==> config.mk <==
export PLATFORM = sky130hd
export DESIGN_NAME = wb_sdram_arbiter
export DESIGN_NICKNAME = d
export VERILOG_FILES = /design/src/rtl/wb_sdram_arbiter_pkg.sv /design/src/rtl/wb_watchdog.sv /design/src/rtl/wb_sdram_arbiter.sv
export SDC_FILE = /design/constraint.sdc
export NUM_CORES = 1
export LEC_CHECK = 0
export CAP_MARGIN = 25
export CELL_PAD_IN_SITES_DETAIL_PLACEMENT = 1
export CELL_PAD_IN_SITES_GLOBAL_PLACEMENT = 2
export CORE_UTILIZATION = 10
export DETAILED_ROUTE_END_ITERATION = 8
export GPL_ROUTABILITY_DRIVEN = 0
export PLACE_DENSITY = 0.93
export SYNTH_ARGS = -nofsm -noshare
export SYNTH_HDL_FRONTEND = slang
export SYNTH_SLANG_ARGS = --single-unit
export TNS_END_PERCENT = 50
==> constraint.sdc <==
create_clock -name wb_clk_i -period 1.65 [get_ports wb_clk_i]
set_input_delay 0.165 -clock wb_clk_i [delete_from_list [all_inputs] [get_ports wb_clk_i]]
set_output_delay 0.165 -clock wb_clk_i [all_outputs]
set_load 0.01 [all_outputs]
==> src/rtl/wb_sdram_arbiter_pkg.sv <==
// Shared Wishbone encodings and arbiter state for the SDRAM port arbiter.
package wb_sdram_arbiter_pkg;

  typedef enum logic [2:0] {
    CTI_CLASSIC = 3'b000,
    CTI_CONST   = 3'b001,
    CTI_INCR    = 3'b010,
    CTI_EOB     = 3'b111
  } wb_cti_e;

  typedef enum logic [1:0] {
    BTE_LINEAR = 2'b00,
    BTE_WRAP4  = 2'b01,
    BTE_WRAP8  = 2'b10,
    BTE_WRAP16 = 2'b11
  } wb_bte_e;

  typedef enum logic [1:0] {
    ARB_IDLE = 2'b00,
    ARB_OWN0 = 2'b01,
    ARB_OWN1 = 2'b10
  } arb_state_e;

  // Counter width able to hold 0..limit; a disabled watchdog still gets one bit.
  function automatic int unsigned cnt_width(input int unsigned limit);
    return (limit > 0) ? $clog2(limit + 1) : 1;
  endfunction

endpackage

==> src/rtl/wb_watchdog.sv <==
// Stall watchdog: counts cycles of an enabled request without termination and
// pulses expire_o for one cycle when the limit is reached.
module wb_watchdog
  import wb_sdram_arbiter_pkg::*;
#(
  parameter int unsigned TIMEOUT = 255
) (
  input  logic clk_i,
  input  logic rst_i,
  input  logic en_i,
  input  logic clr_i,
  output logic expire_o
);

  localparam int unsigned CW = cnt_width(TIMEOUT);
  localparam logic [CW-1:0] LIMIT = CW'(TIMEOUT);

  logic [CW-1:0] cnt_q, cnt_d;

  // Saturating count; expiry itself restarts the window.
  always_comb begin
    expire_o = (TIMEOUT != 0) && en_i && (cnt_q == LIMIT);
    cnt_d    = cnt_q;
    if (!en_i || clr_i || expire_o) begin
      cnt_d = '0;
    end else if (cnt_q < LIMIT) begin
      cnt_d = cnt_q + CW'(1);
    end
  end

  always_ff @(posedge clk_i or posedge rst_i) begin
    if (rst_i) begin
      cnt_q <= '0;
    end else begin
      cnt_q <= cnt_d;
    end
  end

endmodule

==> src/rtl/wb_sdram_arbiter.sv <==
// Two-master round-robin Wishbone arbiter in front of the SDRAM controller;
// the owner holds the bus for the whole CYC so bursts pass through intact.
module wb_sdram_arbiter
  import wb_sdram_arbiter_pkg::*;
#(
  parameter int unsigned DW      = 32,
  parameter int unsigned AW      = 32,
  parameter int unsigned TIMEOUT = 255
) (
  input  logic            wb_clk_i,
  input  logic            wb_rst_i,
  input  logic [AW-1:0]   m0_adr_i,
  input  logic [DW-1:0]   m0_dat_i,
  input  logic [DW/8-1:0] m0_sel_i,
  input  logic            m0_we_i,
  input  logic            m0_cyc_i,
  input  logic            m0_stb_i,
  input  logic [2:0]      m0_cti_i,
  input  logic [1:0]      m0_bte_i,
  output logic [DW-1:0]   m0_dat_o,
  output logic            m0_ack_o,
  output logic            m0_err_o,
  input  logic [AW-1:0]   m1_adr_i,
  input  logic [DW-1:0]   m1_dat_i,
  input  logic [DW/8-1:0] m1_sel_i,
  input  logic            m1_we_i,
  input  logic            m1_cyc_i,
  input  logic            m1_stb_i,
  input  logic [2:0]      m1_cti_i,
  input  logic [1:0]      m1_bte_i,
  output logic [DW-1:0]   m1_dat_o,
  output logic            m1_ack_o,
  output logic            m1_err_o,
  output logic [AW-1:0]   s_adr_o,
  output logic [DW-1:0]   s_dat_o,
  output logic [DW/8-1:0] s_sel_o,
  output logic            s_we_o,
  output logic            s_cyc_o,
  output logic            s_stb_o,
  output logic [2:0]      s_cti_o,
  output logic [1:0]      s_bte_o,
  input  logic [DW-1:0]   s_dat_i,
  input  logic            s_ack_i,
  input  logic            s_err_i,
  output logic [1:0]      grant_o
);

  arb_state_e state_q, state_d;
  logic       last_q, last_d;
  logic       wd_en, wd_expire, wd_err;

  always_ff @(posedge wb_clk_i or posedge wb_rst_i) begin
    if (wb_rst_i) begin
      state_q <= ARB_IDLE;
      last_q  <= 1'b1;
    end else begin
      state_q <= state_d;
      last_q  <= last_d;
    end
  end

  // Ownership changes only when the owner drops CYC; ties go to the non-last master.
  always_comb begin
    state_d = state_q;
    last_d  = last_q;
    unique case (state_q)
      ARB_IDLE: begin
        if (m0_cyc_i && m1_cyc_i) begin
          state_d = last_q ? ARB_OWN0 : ARB_OWN1;
        end else if (m0_cyc_i) begin
          state_d = ARB_OWN0;
        end else if (m1_cyc_i) begin
          state_d = ARB_OWN1;
        end
      end
      ARB_OWN0: begin
        if (!m0_cyc_i) begin
          last_d  = 1'b0;
          state_d = m1_cyc_i ? ARB_OWN1 : ARB_IDLE;
        end
      end
      ARB_OWN1: begin
        if (!m1_cyc_i) begin
          last_d  = 1'b1;
          state_d = m0_cyc_i ? ARB_OWN0 : ARB_IDLE;
        end
      end
      default: state_d = ARB_IDLE;
    endcase
  end

  assign wd_en  = ((state_q == ARB_OWN0) && m0_cyc_i && m0_stb_i) ||
                  ((state_q == ARB_OWN1) && m1_cyc_i && m1_stb_i);
  assign wd_err = wd_expire && !s_ack_i;

  wb_watchdog #(
    .TIMEOUT (TIMEOUT)
  ) u_watchdog (
    .clk_i    (wb_clk_i),
    .rst_i    (wb_rst_i),
    .en_i     (wd_en),
    .clr_i    (s_ack_i | s_err_i),
    .expire_o (wd_expire)
  );

  // Request mux and response steering; an expiring request is withdrawn from the slave.
  always_comb begin
    s_adr_o  = '0;
    s_dat_o  = '0;
    s_sel_o  = '0;
    s_we_o   = 1'b0;
    s_cyc_o  = 1'b0;
    s_stb_o  = 1'b0;
    s_cti_o  = '0;
    s_bte_o  = '0;
    m0_ack_o = 1'b0;
    m0_err_o = 1'b0;
    m1_ack_o = 1'b0;
    m1_err_o = 1'b0;
    grant_o  = 2'b00;
    m0_dat_o = s_dat_i;
    m1_dat_o = s_dat_i;
    unique case (state_q)
      ARB_OWN0: begin
        s_adr_o  = m0_adr_i;
        s_dat_o  = m0_dat_i;
        s_sel_o  = m0_sel_i;
        s_we_o   = m0_we_i;
        s_cyc_o  = m0_cyc_i && !wd_expire;
        s_stb_o  = m0_stb_i && !wd_expire;
        s_cti_o  = m0_cti_i;
        s_bte_o  = m0_bte_i;
        m0_ack_o = s_ack_i;
        m0_err_o = s_err_i || wd_err;
        grant_o  = 2'b01;
      end
      ARB_OWN1: begin
        s_adr_o  = m1_adr_i;
        s_dat_o  = m1_dat_i;
        s_sel_o  = m1_sel_i;
        s_we_o   = m1_we_i;
        s_cyc_o  = m1_cyc_i && !wd_expire;
        s_stb_o  = m1_stb_i && !wd_expire;
        s_cti_o  = m1_cti_i;
        s_bte_o  = m1_bte_i;
        m1_ack_o = s_ack_i;
        m1_err_o = s_err_i || wd_err;
        grant_o  = 2'b10;
      end
      default: ;
    endcase
  end

endmodule
==> key figures, run 1 <==
Drt
  – Final routed DRC violation total: 0
  – Drt pass-1 iters: 4
  – DR vias: about 3200
  – Vias per Instance: 3.86
  – 1st-iter DRT viols: 84
  – Final ANT Viol Nets: 0
  – Total Wirelength: between 10000 and 15000 µm
  – WL/cell: about 18 µm

STA
  – Worst-margin pin slew: between 0.4 and 0.5 ns
  – Layout Skew: around 0.0017 ns
  – # setup viols final: 90
  – Setup ws final: -0.308 ns
  – Setup tns final: -17.15 ns
  – Max-slew violations: 0
  – Endpoints failing hold: 0
  – Fmax: between 500 and 600 MHz
  – Ratio of final minimum period to clock period: 119%
  – Fin Hold WS: between 0.2 and 0.3 ns
  – Slew margin rel.: between 60% and 70%
  – RSZ-0062 raised after global routing: true
  – Final worst path period need: about 2 ns

Pwr
  – PwrDens: 1520 mW/mm²
  – Leakage power: around 2.2 nW
  – Tot Pwr: approximately 9 mW
  – Worst vdd ir: around 0.58 mV

Floorplan
  – Initial Util: about a tenth
  – Die Width: 154 µm
  – Core area: approximately 0.023 mm²
  – Core Rows: 55
  – Io pins: approximately 330
  – Die area: between 0.02 and 0.025 mm²
  – Die Span Y: 154 µm

Flow run
  – Max-cap violations: 0

Setup path
  – CP required: around 1.5 ns
  – Critical path type: register to output port
  – Crit path top cell by count: buf_6
  – Startpoint types: register
  – Critical Path, Cell by Cell: buf_6, ha_4, buf_12, buf_6, buf_16, buf_4, a22oi_2, nor2b_1, buf_2
  – Critical path capture point type: output port
  – Max FO, Critical Path: 6
  – Slowest stage delay, CP: 0.39 ns
  – CP top delay family: buffers and inverters
  – Slowest library cell on the worst path: dfrtp_1
  – Worst path buffer plus inverter count: 6
  – Worst EP arrival: approximately 1.8 ns

Logic synthesis
  – #FFs+latches synth: 11
  – Leading area contributor after synthesis: a22oi_1
  – Synth top area share: a little under a quarter
  – Yosys warnings: 0
  – Asr flop ratio synth: 100%
  – Synth Flop Type: dfrtp_1
  – Synth Net Count: 513
  – Post-Syn Area: between 0.002 and 0.0025 mm²
  – Synthesized instance count: 318
  – Syn Area/Cell: 7.29 µm²
  – Post-synth EDFFs: 0
  – Main area contributors after synthesis: a22oi_1 (24%), buf_4 (21%), nor2b_1 (20%)
  – Register area share after synthesis: about an eighth
  – Synth unique cells: 31

GRT
  – Pin count of the biggest net entering global routing: 36
  – Vias in the first global route: around 3200
  – Initial antenna violation count: 0
  – First-pass GRT wire length: ~19000 µm
  – Overall Global Routing Usage: 10.5%
  – Grt ovf: 0

CTS
  – Later-pin clock latency in the skew report: 0.23 ns
  – CTS tree: built
  – Clock sink total: 11
  – Clock Pin Slew Worst Setup and Hold Paths: around 0.04 ns
  – Total clock buffers created by CTS: 3
  – Depth of the CTS H-tree: 1
  – Max clock buf depth: 2
  – CTS root buf: clkbuf_16

Cells and area
  – Layout cell share with drive strength beyond 1: between 40 and 50%
  – # diodes: 0
  – Nets: between 700 and 800
  – Layout area overhead: 148%

Placement
  – Post-DP HPWL: between 9000 and 10000 µm
  – Number of port buffers: 237

Worst hold path
  – Hold Crit Class: input pin to async pin

Run status
  – Violated checks: setup timing
  – Status: complete, but fails checks
-- timing repair --
action                     4_1_cts  5_1_grt
hold endpoints to repair         0        0
cloned                           8       10
pin swaps                       26       11
setup endpoints to repair       92       90
hold buffers                     0        0
gates resized for setup        399       65
buffers inserted                13        5
-- layout by cell type (no fill, tap or decap), types with 2 or more instances in the layout --
cell type | Yosys | final
nor2b_2 | 0 | 4
buf_6 | 0 | 18
nor2b_1 | 74 | 57
nor2b_4 | 0 | 13
buf_16 | 0 | 7
ha_4 | 0 | 3
nand3_1 | 3 | 2
ha_1 | 7 | 4
clkbuf_16 | 0 | 11
and2_1 | 3 | 3
dfrtp_1 | 10 | 10
nand4_1 | 2 | 2
inv_2 | 0 | 2
clkdlybuf4s50_1 | 0 | 155
nor2_1 | 19 | 18
buf_12 | 0 | 14
buf_8 | 0 | 3
buf_2 | 7 | 68
inv_1 | 9 | 7
a22oi_2 | 0 | 73
xnor2_1 | 5 | 5
buf_4 | 65 | 28
dlygate4sd2_1 | 0 | 2
a21oi_1 | 4 | 4
-- registers in the layout, indices dropped and copies added, names as in the netlist --
| signal | cells |
|---|---|
| last_q | 1 |
| u_watchdog.cnt_q | 8 |
| state_q | 2 |
-- area by class of cell --
class                           instances  area [µm²]
Tap cell                              285         357
Sequential cell                        11         277
Clock buffer                            4        78.8
Fill cell                            2627       17000
Inverter                                9        33.8
Timing Repair Buffer                  304        3050
Multi-Input combinational cell        206        1960
-- worst paths after layout --
check / startpoint / endpoint / slack [ns] / cells past startpoint
min in group wb_clk_i: s_dat_i[10] / m0_dat_o[10] / 0.33 / 0
max reg2reg: state_q[0]$_DFFE_PP0P_ / state_q[1]$_DFFE_PP0P_ / -0.23 / 6
max in group asynchronous: wb_rst_i / last_q$_DFFE_PP1P_ / 1.05 / 2
min reg2reg: last_q$_DFFE_PP1P_ / last_q$_DFFE_PP1P_ / 0.51 / 2
min: wb_rst_i / state_q[0]$_DFFE_PP0P_ / 0.26 / 2
max: state_q[0]$_DFFE_PP0P_ / s_adr_o[4] / -0.31 / 9
-- Yosys cell counts, types with 3 or more instances --
cell type  number
inv_1           9
buf_2           7
and2_1          3
nand3_1         3
xnor2_1         5
clkbuf_1       18
a22oi_1        74
buf_4          65
dfrtp_1        10
a21oi_1         4
ha_1            7
nor2_1         19
nor2b_1        74
-- metrics by stage --
stage | worst slack (ns) | instances | cell area [µm²] | utilization [%]
floorplan | -0.0215 | 318 | 2320 | -
global placement | -0.390 | 782 | 4810 | 21.2
detailed placement | -0.429 | 782 | 4810 | 21.2
CTS | -0.430 | 807 | 5330 | 23.5
global route | -0.372 | 819 | 5750 | 25.3
finish | -0.308 | 819 | 5750 | 25.3
-- logic make-up (layout without fill, tap and decap cells) --
group           Yosys count  in the layout  synth area share [%]
compound gates           86             86                  27.7
xor+xnor                  6              6                  2.27
fa+ha+maj                 7              7                  3.78
buf+inv                 101            317                  27.2
flops                    11             11                  11.9
mux                       2              2                 0.917
simple gates            105            105                  26.2
-- per-layer routing --
| layer | up-vias | GRT usage (%) | routed length (µm) |
|---|---|---|---|
| met5 | - | 0 | 0 |
| met4 | 0 | 1.46 | 91 |
| met3 | 15 | 3.05 | 1200 |
| met2 | 158 | 19.7 | 7770 |
| met1 | 1510 | 11.7 | 5850 |
| li1 | 1479 | - | - |
-- power by group --
part           switching (mW)  leakage [nW]  total, mW  internal (mW)
clock network           0.114        0.0382      0.438          0.324
logic                    3.49          2.04       7.98           4.48
registers              0.0258         0.148      0.339          0.313
total                    3.63          2.22       8.75           5.12
(Power assumes the default switching activity.)
==> inputs of run 2 (changes only) <==
--- a/config.mk
+++ b/config.mk
@@ -5,13 +5,13 @@
 export SDC_FILE = /design/constraint.sdc
 export NUM_CORES = 1
 export LEC_CHECK = 0
-export CAP_MARGIN = 25
 export CELL_PAD_IN_SITES_DETAIL_PLACEMENT = 1
 export CELL_PAD_IN_SITES_GLOBAL_PLACEMENT = 2
 export CORE_UTILIZATION = 10
 export DETAILED_ROUTE_END_ITERATION = 8
 export GPL_ROUTABILITY_DRIVEN = 0
 export PLACE_DENSITY = 0.93
+export SETUP_SLACK_MARGIN = 0.15
 export SYNTH_ARGS = -nofsm -noshare
 export SYNTH_HDL_FRONTEND = slang
 export SYNTH_SLANG_ARGS = --single-unit
==> run 2 against run 1 <==
  * The run still ends with setup timing left
  * Global-route usage grew 1.1 points
  * Worst hold slack lost 0.0070 ns
  * Final cell count grew 2.1%
  * Critical endpoint is now s_dat_o[26]
==> key figures, run 2 (synthesis gave the netlist of run 1 again) <==
STA
  – Slew margin rel.: 69.4% (+0.86 points)
  – RSZ-0062 raised after global routing: true
  – Worst-margin pin slew: 0.458 ns (-0.0128 ns)
  – Layout Skew: 0.00191 ns (+0.000227 ns)
  – Fmax: 496 MHz (-2.9%)
  – Ratio of final minimum period to clock period: 122% (+3.5 points)
  – Setup tns final: -19.09 ns (-1.95 ns)
  – Setup ws final: -0.367 ns (-0.0585 ns)
  – Final worst path period need: 2.02 ns (+0.0585 ns)
  – # setup viols final: 90 (unchanged)
  – Endpoints failing hold: 0 (unchanged)
  – Max-slew violations: 0 (unchanged)

Drt
  – Total Wirelength: 14700 µm (-1.6%)
  – Final ANT Viol Nets: 0 (unchanged)
  – WL/cell: 17.5 µm (-3.6%)
  – Drt pass-1 iters: 4 (unchanged)
  – 1st-iter DRT viols: 148 (+76%)
  – Final routed DRC violation total: 0 (unchanged)
  – DR vias: 3196 (+1.1%)
  – Vias per Instance: 3.82 (-0.98%)

Floorplan
  – Die area: 0.0238 mm² (unchanged)
  – Core area: 0.0227 mm² (unchanged)
  – Initial Util: 10.2% (unchanged)
  – Core Rows: 55 (unchanged)
  – Die Span Y: 154 µm (unchanged)
  – Die Width: 154 µm (unchanged)
  – Io pins: 334 (unchanged)

Pwr
  – Tot Pwr: 9.52 mW (+8.7%)
  – Leakage power: 2.30 nW (+3.6%)
  – Worst vdd ir: 0.569 mV (-1.1%)
  – PwrDens: 1610 mW/mm² (+6.0%)

CTS
  – Depth of the CTS H-tree: 1 (unchanged)
  – CTS tree: built
  – Max clock buf depth: 2 (unchanged)
  – Total clock buffers created by CTS: 3 (unchanged)
  – Clock sink total: 11 (unchanged)
  – CTS root buf: clkbuf_16
  – Clock Pin Slew Worst Setup and Hold Paths: 0.04 ns (about the same)
  – Later-pin clock latency in the skew report: 0.24 ns (about the same)

Setup path
  – Critical path capture point type: output port
  – Critical path type: register to output port
  – Startpoint types: register
  – Critical Path, Cell by Cell: ha_4, buf_12, buf_8, buf_12, buf_16, buf_6, a22oi_2, nor2b_1, buf_2
  – Slowest stage delay, CP: 0.44 ns (+0.05 ns)
  – Worst EP arrival: 1.85 ns (+0.06 ns)
  – Critical R2R Capture: state_q[1]$_DFFE_PP0P_
  – Max FO, Critical Path: 6 (unchanged)
  – FF-to-FF Start: state_q[0]$_DFFE_PP0P_
  – Slowest library cell on the worst path: dfrtp_2
  – Worst path buffer plus inverter count: 6 (unchanged)
  – Reg2reg setup slack: -0.14 ns (+0.09 ns)
  – CP top delay family: buffers and inverters
  – Worst Reg-to-Reg Cells: 6 (unchanged)
  – CP required: 1.48 ns (about the same)
  – Crit path top cell by count: buf_12

Placement
  – Post-DP HPWL: 8780 µm (-2.6%)
  – Post-Place Cell Area: 0.00483 mm² (+0.31%)
  – Setup WS pre-CTS: -0.395 ns (+0.0334 ns)
  – Number of port buffers: 237 (unchanged)

GRT
  – Overall Global Routing Usage: 11.5% (+1.1 points)
  – Grt ovf: 0 (unchanged)
  – Pin count of the biggest net entering global routing: 20 (-44%)
  – Vias in the first global route: 3398 (+5.8%)
  – First-pass GRT wire length: 20800 µm (+8.2%)
  – Initial antenna violation count: 0 (unchanged)

Cells and area
  – Biggest register: u_watchdog.cnt_q
  – Top flop regs: u_watchdog.cnt_q: 8 flops, state_q: 2 flops, last_q: 1 flops
  – Nets: 747 (+2.3%)
  – # diodes: 0 (unchanged)
  – Max FFs per register: 8 (unchanged)
  – Most frequent cells in the layout: clkdlybuf4s50_1 (156), buf_2 (67), a22oi_2 (62), nor2b_1 (58), buf_4 (36)
  – Commonest non-fill, non-tap cell in the layout: clkdlybuf4s50_1
  – Layout cell share with drive strength beyond 1: 48.3% (+0.90 points)
  – Layout area overhead: 154%
  – Fin area: 0.00590 mm² (+2.6%)

Flow run
  – Max-cap violations: 0 (unchanged)

Worst hold path
  – Hold Crit Class: input pin to async pin

Run status
  – Violated checks: setup timing
  – Status: complete, but fails checks
==> run 2: changes by cell type in the layout (fill, tap and decap cells not counted), moves of 4 or more <==
cell       before  now
buf_4          28   36
a22oi_2        73   62
buf_16          7   13
a22oi_1         1   12
buf_12         14   18
clkbuf_16      11    5
==> run 2: per-layer routing <==
layer,vias to the layer above,share of wire [%],GRT usage [%]
li1,1516,-,-
met5,-,0,0
met1,1517,40,13.8
met4,0,0.97,2.17
met3,13,6.5,2.52
met2,150,52,21.1
==> run 2: layout make-up <==
type / instances / area (µm²)
clock buffer: 4 / 78.8
tap: 285 / 357
timing repair buffer: 321 / 3250
fill: 2643 / 16800
sequential: 11 / 278
multi-input combinational: 206 / 1900
inverter: 9 / 36.3
==> run 2: what timing repair did <==
| action | CTS | global route |
|---|---|---|
| pin swaps | 13 | 11 |
| hold buffers | 0 | 0 |
| endpoints found under the setup margin | 92 | 93 |
| setup buffers | 32 | 5 |
| endpoints found under the hold margin | 0 | 0 |
| resized for setup | 395 | 52 |
| gates cloned | 13 | 2 |
==> run 2: through the flow <==
step | hold WS (ns) | std cells | util [%]
floorplan | 0.0167 | 318 | -
global placement | 0.330 | 780 | 21.3
detailed placement | 0.330 | 780 | 21.3
CTS | 0.275 | 829 | 24.8
global route | 0.294 | 836 | 26.0
finish | 0.253 | 836 | 26.0
==> run 2: worst max path at each step <==
stage / from / end / slack, ns / cells after the start
6_report: state_q[1]$_DFFE_PP0P_ / s_dat_o[26] / -0.37 / 9
5_1_grt: state_q[0]$_DFFE_PP0P_ / m0_ack_o / -0.43 / 5
4_1_cts: state_q[1]$_DFFE_PP0P_ / m0_err_o / -0.45 / 7
3_5_place_dp: state_q[0]$_DFFE_PP0P_ / m0_err_o / -0.40 / 7
3_3_place_gp: state_q[0]$_DFFE_PP0P_ / m0_err_o / -0.35 / 7
2_1_floorplan: state_q[0]$_DFFE_PP0P_ / u_watchdog.cnt_q[2]$_DFFE_PP0P_ / 0.02 / 8
==> run 2: power by group <==
part / internal, mW / switching [mW]
logic: 5.14 / 3.58
clock network: 0.324 / 0.114
registers: 0.315 / 0.0357
total: 5.78 / 3.73
==> run 2: worst reg2reg max path, cell delays in order (launching register included) <==
cell and delay, ns:
dfrtp_1 0.38, buf_4 0.16, ha_4 0.20, buf_12 0.15, buf_6 0.13, a221o_1 0.35
mux2_2 0.29
==> edit 1 (config.mk and constraints of run 1) <==
Re-encode `arb_state_e` (3 states) as one-hot, 3 bits wide.
--- a/src/rtl/wb_sdram_arbiter_pkg.sv
+++ b/src/rtl/wb_sdram_arbiter_pkg.sv
@@ -16,8 +16,8 @@
   } wb_bte_e;
 
-  typedef enum logic [1:0] {
-    ARB_IDLE = 2'b00,
-    ARB_OWN0 = 2'b01,
-    ARB_OWN1 = 2'b10
+  typedef enum logic [2:0] {
+    ARB_IDLE = 3'b001,
+    ARB_OWN0 = 3'b010,
+    ARB_OWN1 = 3'b100
   } arb_state_e;
 
Formal check against the unedited RTL: same outputs for any inputs over 10 cycles, from zero or initial values and one cycle with wb_rst_i high; not proved beyond that.
==> edit 1 against run 1 <==
- the run still ends with setup timing left
- worst setup slack improved by 26 ps
- area after synthesis is 17% lower
- cell area is 21% lower
- wire length down 22%
- sequential cell count rose by 1
- global-route usage grew 0.19 points
- first-iteration DRC count shrank 35%
- critical path type unchanged
Power is not compared: it rests on default switching activity, and its combinational part moved more than twofold at a synthesized area within 25%.
==> edit 1: results (changes against run 1) <==
* Status: finished with violations
* Failing checks: setup timing
* Crit path arrival time at 1770 ps (-20 ps)
* R2r endpoint: u_watchdog.cnt_q[5]$_DFFE_PP0P_
* XOR/XNOR share of the synthesized area at 0.0317 (+0.00902)
* Share of layout cells above drive strength 1 at 0.348 (-0.126)
* DP Worst Slack at -430 ps (-1.04 ps)
* Tap cell count at 260 (-8.8%)
* Vias per cell at 3.76 (-2.6%)
* Inverter count of the layout excluding clock inverters at 5 (-4)
* Adder-cell share of the synthesized area at 0.00646 (-0.0313)
* DP Area at 4300 um2 (-11%)
* Final setup vio count at 89 (-1.1%)
* HPWL after DPL at 8.18 mm (-9.3%)
* Filler Cells Inserted at 2211 (-16%)
* Synthesis-stage register bit count at 12 (+1)
* DRT iter0 DRCs at 55 (-35%)
* Largest registers: u_watchdog.cnt_q x8, state_q x3, last_q x1
* Mux contribution to synthesized area at 0.00517 (-0.00400)
* Post-synthesis compound-gate area fraction at 0.379 (+0.102)
* Vias in the first global route at 2755 (-14%)
* Commonest cells post-synth: a22o_1, buf_4, nor2_1
* Worst r2r src: state_q[2]$_DFFE_PP0P_
* Worst Setup Slack, final at -282 ps (+26.1 ps)
* Via count at 2662 (-16%)
* Largest net degree at the start of global routing at 20 (-44%)
* Synth cell types at 33 (+6.5%)
* First-pass GRT wire length at 16.1 mm (-16%)
* Crit path max fanout at 8 (+2)
* Average size of a mapped cell at 8.38 um2 (+15%)
[edit 1: cell types whose count changed in the layout (fill, tap and decap cells not counted), moves of 6 or more]
cell     change
a22o_1      +72
nor2b_4     -13
a22oi_2     -73
nor2b_1     -57
nand2_1      +6
[edit 1: worst max-delay path by stage]
| stage | from | slack, ps | to |
|---|---|---|---|
| floorplan | state_q[0]$_DFFE_PP1P_ | 50 | s_adr_o[10] |
| global placement | state_q[1]$_DFFE_PP0P_ | -410 | s_dat_o[9] |
| detailed placement | state_q[1]$_DFFE_PP0P_ | -430 | s_dat_o[9] |
| CTS | state_q[1]$_DFFE_PP0P_ | -310 | s_adr_o[21] |
| global route | state_q[1]$_DFFE_PP0P_ | -320 | s_adr_o[0] |
| finish | state_q[1]$_DFFE_PP0P_ | -280 | s_adr_o[0] |
[edit 1: kinds of logic (layout without fill, tap and decap cells)]
kind of cell / count (synthesis) / after routing
AOI/OAI and AO/OA: 86 / 86
xor gates and xnor gates: 7 / 7
adders and majority gates: 1 / 1
buffers and inverters: 86 / 303
DFF: 12 / 12
muxes: 1 / 1
and+or+nand+nor: 38 / 38
[edit 1: metrics by stage]
step	power (W)	util
final	0.00447	0.241
after floorplan	0.00195	-
after detailed placement	0.00363	0.228
after global routing	0.00475	0.241
after global placement	0.00360	0.228
after CTS	0.00432	0.234
[edit 1: timing repair]
item / 4_1_cts / 5_1_grt
buffers inserted: 16 / 9
endpoints found under the hold margin: 0 / 0
gates cloned: 5 / 4
endpoints found under the setup margin: 82 / 90
resized for setup: 357 / 14
pin swaps: 31 / 32
[edit 1: per-layer routing]
layer  vias up  part of all wire  global-route usage
met5         -                 0                   0
met4         0             0.025              0.0372
met3        34             0.095              0.0296
met2       160              0.51               0.188
met1      1242              0.37               0.123
li1       1226                 -                   -
==> edit 2 (settings of run 1) <==
Made on the original files. `TIMEOUT` is set to 255 in 2 places; all go to 510.
--- a/src/rtl/wb_watchdog.sv
+++ b/src/rtl/wb_watchdog.sv
@@ -4,5 +4,5 @@
   import wb_sdram_arbiter_pkg::*;
 #(
-  parameter int unsigned TIMEOUT = 255
+  parameter int unsigned TIMEOUT = 510
 ) (
   input  logic clk_i,
--- a/src/rtl/wb_sdram_arbiter.sv
+++ b/src/rtl/wb_sdram_arbiter.sv
@@ -6,5 +6,5 @@
   parameter int unsigned DW      = 32,
   parameter int unsigned AW      = 32,
-  parameter int unsigned TIMEOUT = 255
+  parameter int unsigned TIMEOUT = 510
 ) (
   input  logic            wb_clk_i,
Behaviour: no difference found for any inputs over 10 cycles, from zero or initial values and one cycle with wb_rst_i high; that may be too few to reach the edited logic, so the function may still have changed.
==> edit 2 against run 1 <==
- the flow still finishes with violations (setup timing)
- sequential cell count up 1
- clock power up 3%
- critical path depth down 1
- wire length down 0.90%
- worst setup slack better by 13 ps
- area after synthesis up 4.6%
- clock skew up 0.66 ps
- cell area up 2.5%
- power down 5.6%
- critical endpoint is now s_cti_o[1]
==> edit 2: results (changes against run 1) <==
* Status: finished with violations
* Failing checks: setup timing
* Largest cells by area after synthesis: a22oi_1, buf_4, nor2b_1
* Worst setup startpoint: state_q[1]$_DFFE_PP0P_
* Vias per cell at 3.76 (-2.6%)
* Nets@finish at 744 (+1.9%)
* Worst-Margin Slew at 518 ps (+47.2 ps)
* Adder-cell share of the synthesized area at 0.0412 (+0.00348)
* R2r endpoint: u_watchdog.cnt_q[6]$_DFFE_PP0P_
* XOR/XNOR share of the synthesized area at 0.00722 (-0.0154)
* Total GRT Usage at 0.109 (+0.00427)
* Largest registers: u_watchdog.cnt_q x9, state_q x2, last_q x1
* Worst Setup Slack, final at -296 ps (+12.8 ps)
* DP Area at 5000 um2 (+4.0%)
* Clock skew at 2.34 ps (+0.662 ps)
* Commonest cells post-synth: nor2b_1, a22oi_1, buf_4
* HPWL after DPL at 10.1 mm (+12%)
* Avg WL per Cell at 17.1 um (-6.3%)
* Final setup vio count at 91 (+1.1%)
* Synth cell types at 38 (+23%)
* Vias in the first global route at 3438 (+7.1%)
* Syn nets at 523 (+1.9%)
* LEAKAGE at 2.23 nW (+0.33%)
* Mux contribution to synthesized area at 0.0165 (+0.00733)
* First-pass GRT wire length at 20.6 mm (+7.4%)
* Worst vdd ir at 763 uV (+33%)
* Post-synthesis compound-gate area fraction at 0.283 (+0.00575)
* Share of layout cells above drive strength 1 at 0.490 (+0.0162)
[edit 2: cell count changes after synthesis, moves of 2 or more]
cell	before	now
clkbuf_1	18	22
nand2b_1	1	3
nor3_1	0	2
and4_1	0	2
mux2i_1	1	4
a21oi_1	4	8
inv_1	9	5
nand2_1	1	3
xnor2_1	5	2
a31oi_1	0	2
o21ai_0	1	3
nor2_1	19	9
nor2b_1	74	76
buf_2	7	2
[edit 2: final cells by class]
cell class	instances	area [um2]
Fill cell	2756	17700
Timing Repair Buffer	307	2990
Multi-Input combinational cell	219	2100
Tap cell	319	399
Sequential cell	12	302
Clock buffer	4	78.8
Inverter	5	18.8
[edit 2: worst max-delay path: cells and delay by family (launching register included)]
family,cells,cell delay [ps]
AOI/OAI and AO/OA,1,220
adders and majority gates,1,190
buffers and inverters,5,670
DFF,1,400
and+or+nand+nor,1,60
[edit 2: metal layers]
metal / up-vias / track usage / routed length (um)
met4: 0 / 0.0314 / 274
met5: - / 0 / 0
met2: 131 / 0.205 / 7890
met3: 34 / 0.0244 / 1190
met1: 1545 / 0.120 / 5420
li1: 1546 / - / -
[edit 2: cell families (layout without fill, tap and decap cells)]
group                      count (synthesis)  after routing
muxes                                      4              4
DFF                                       12             12
xor gates and xnor gates                   2              2
AOI/OAI and AO/OA                         94             94
and+or+nand+nor                          111            111
adders and majority gates                  8              8
buffers and inverters                     96            316
[edit 2: worst max path at each step]
stage                             end  cells past startpoint
4_1_cts                   s_adr_o[23]                      8
3_5_place_dp               s_dat_o[8]                      6
3_3_place_gp                  s_cyc_o                      7
2_1_floorplan  state_q[0]$_DFFE_PP0P_                      7
6_report                   s_cti_o[1]                      8
5_1_grt                    s_cti_o[1]                      8
[edit 2: through the flow]
stage / TNS [ps] / power [W] / std cells / setup slack, ps
2_1_floorplan: -4.78 / 0.00293 / 327 / -4.78
3_3_place_gp: -25040 / 0.00561 / 834 / -377
3_5_place_dp: -28700 / 0.00573 / 834 / -437
4_1_cts: -17570 / 0.00765 / 856 / -301
5_1_grt: -24420 / 0.00881 / 866 / -358
6_report: -17740 / 0.00827 / 866 / -296
[edit 2: repair_timing]
action	CTS	global route
gates resized for setup	421	77
setup endpoints to repair	89	92
buffers inserted	14	11
pin swaps	12	15
gates cloned	6	2
[edit 2: report_power, final]
group          internal, W  switching [W]
clock network     0.000325       0.000128
logic              0.00422        0.00323
registers         0.000336      0.0000297
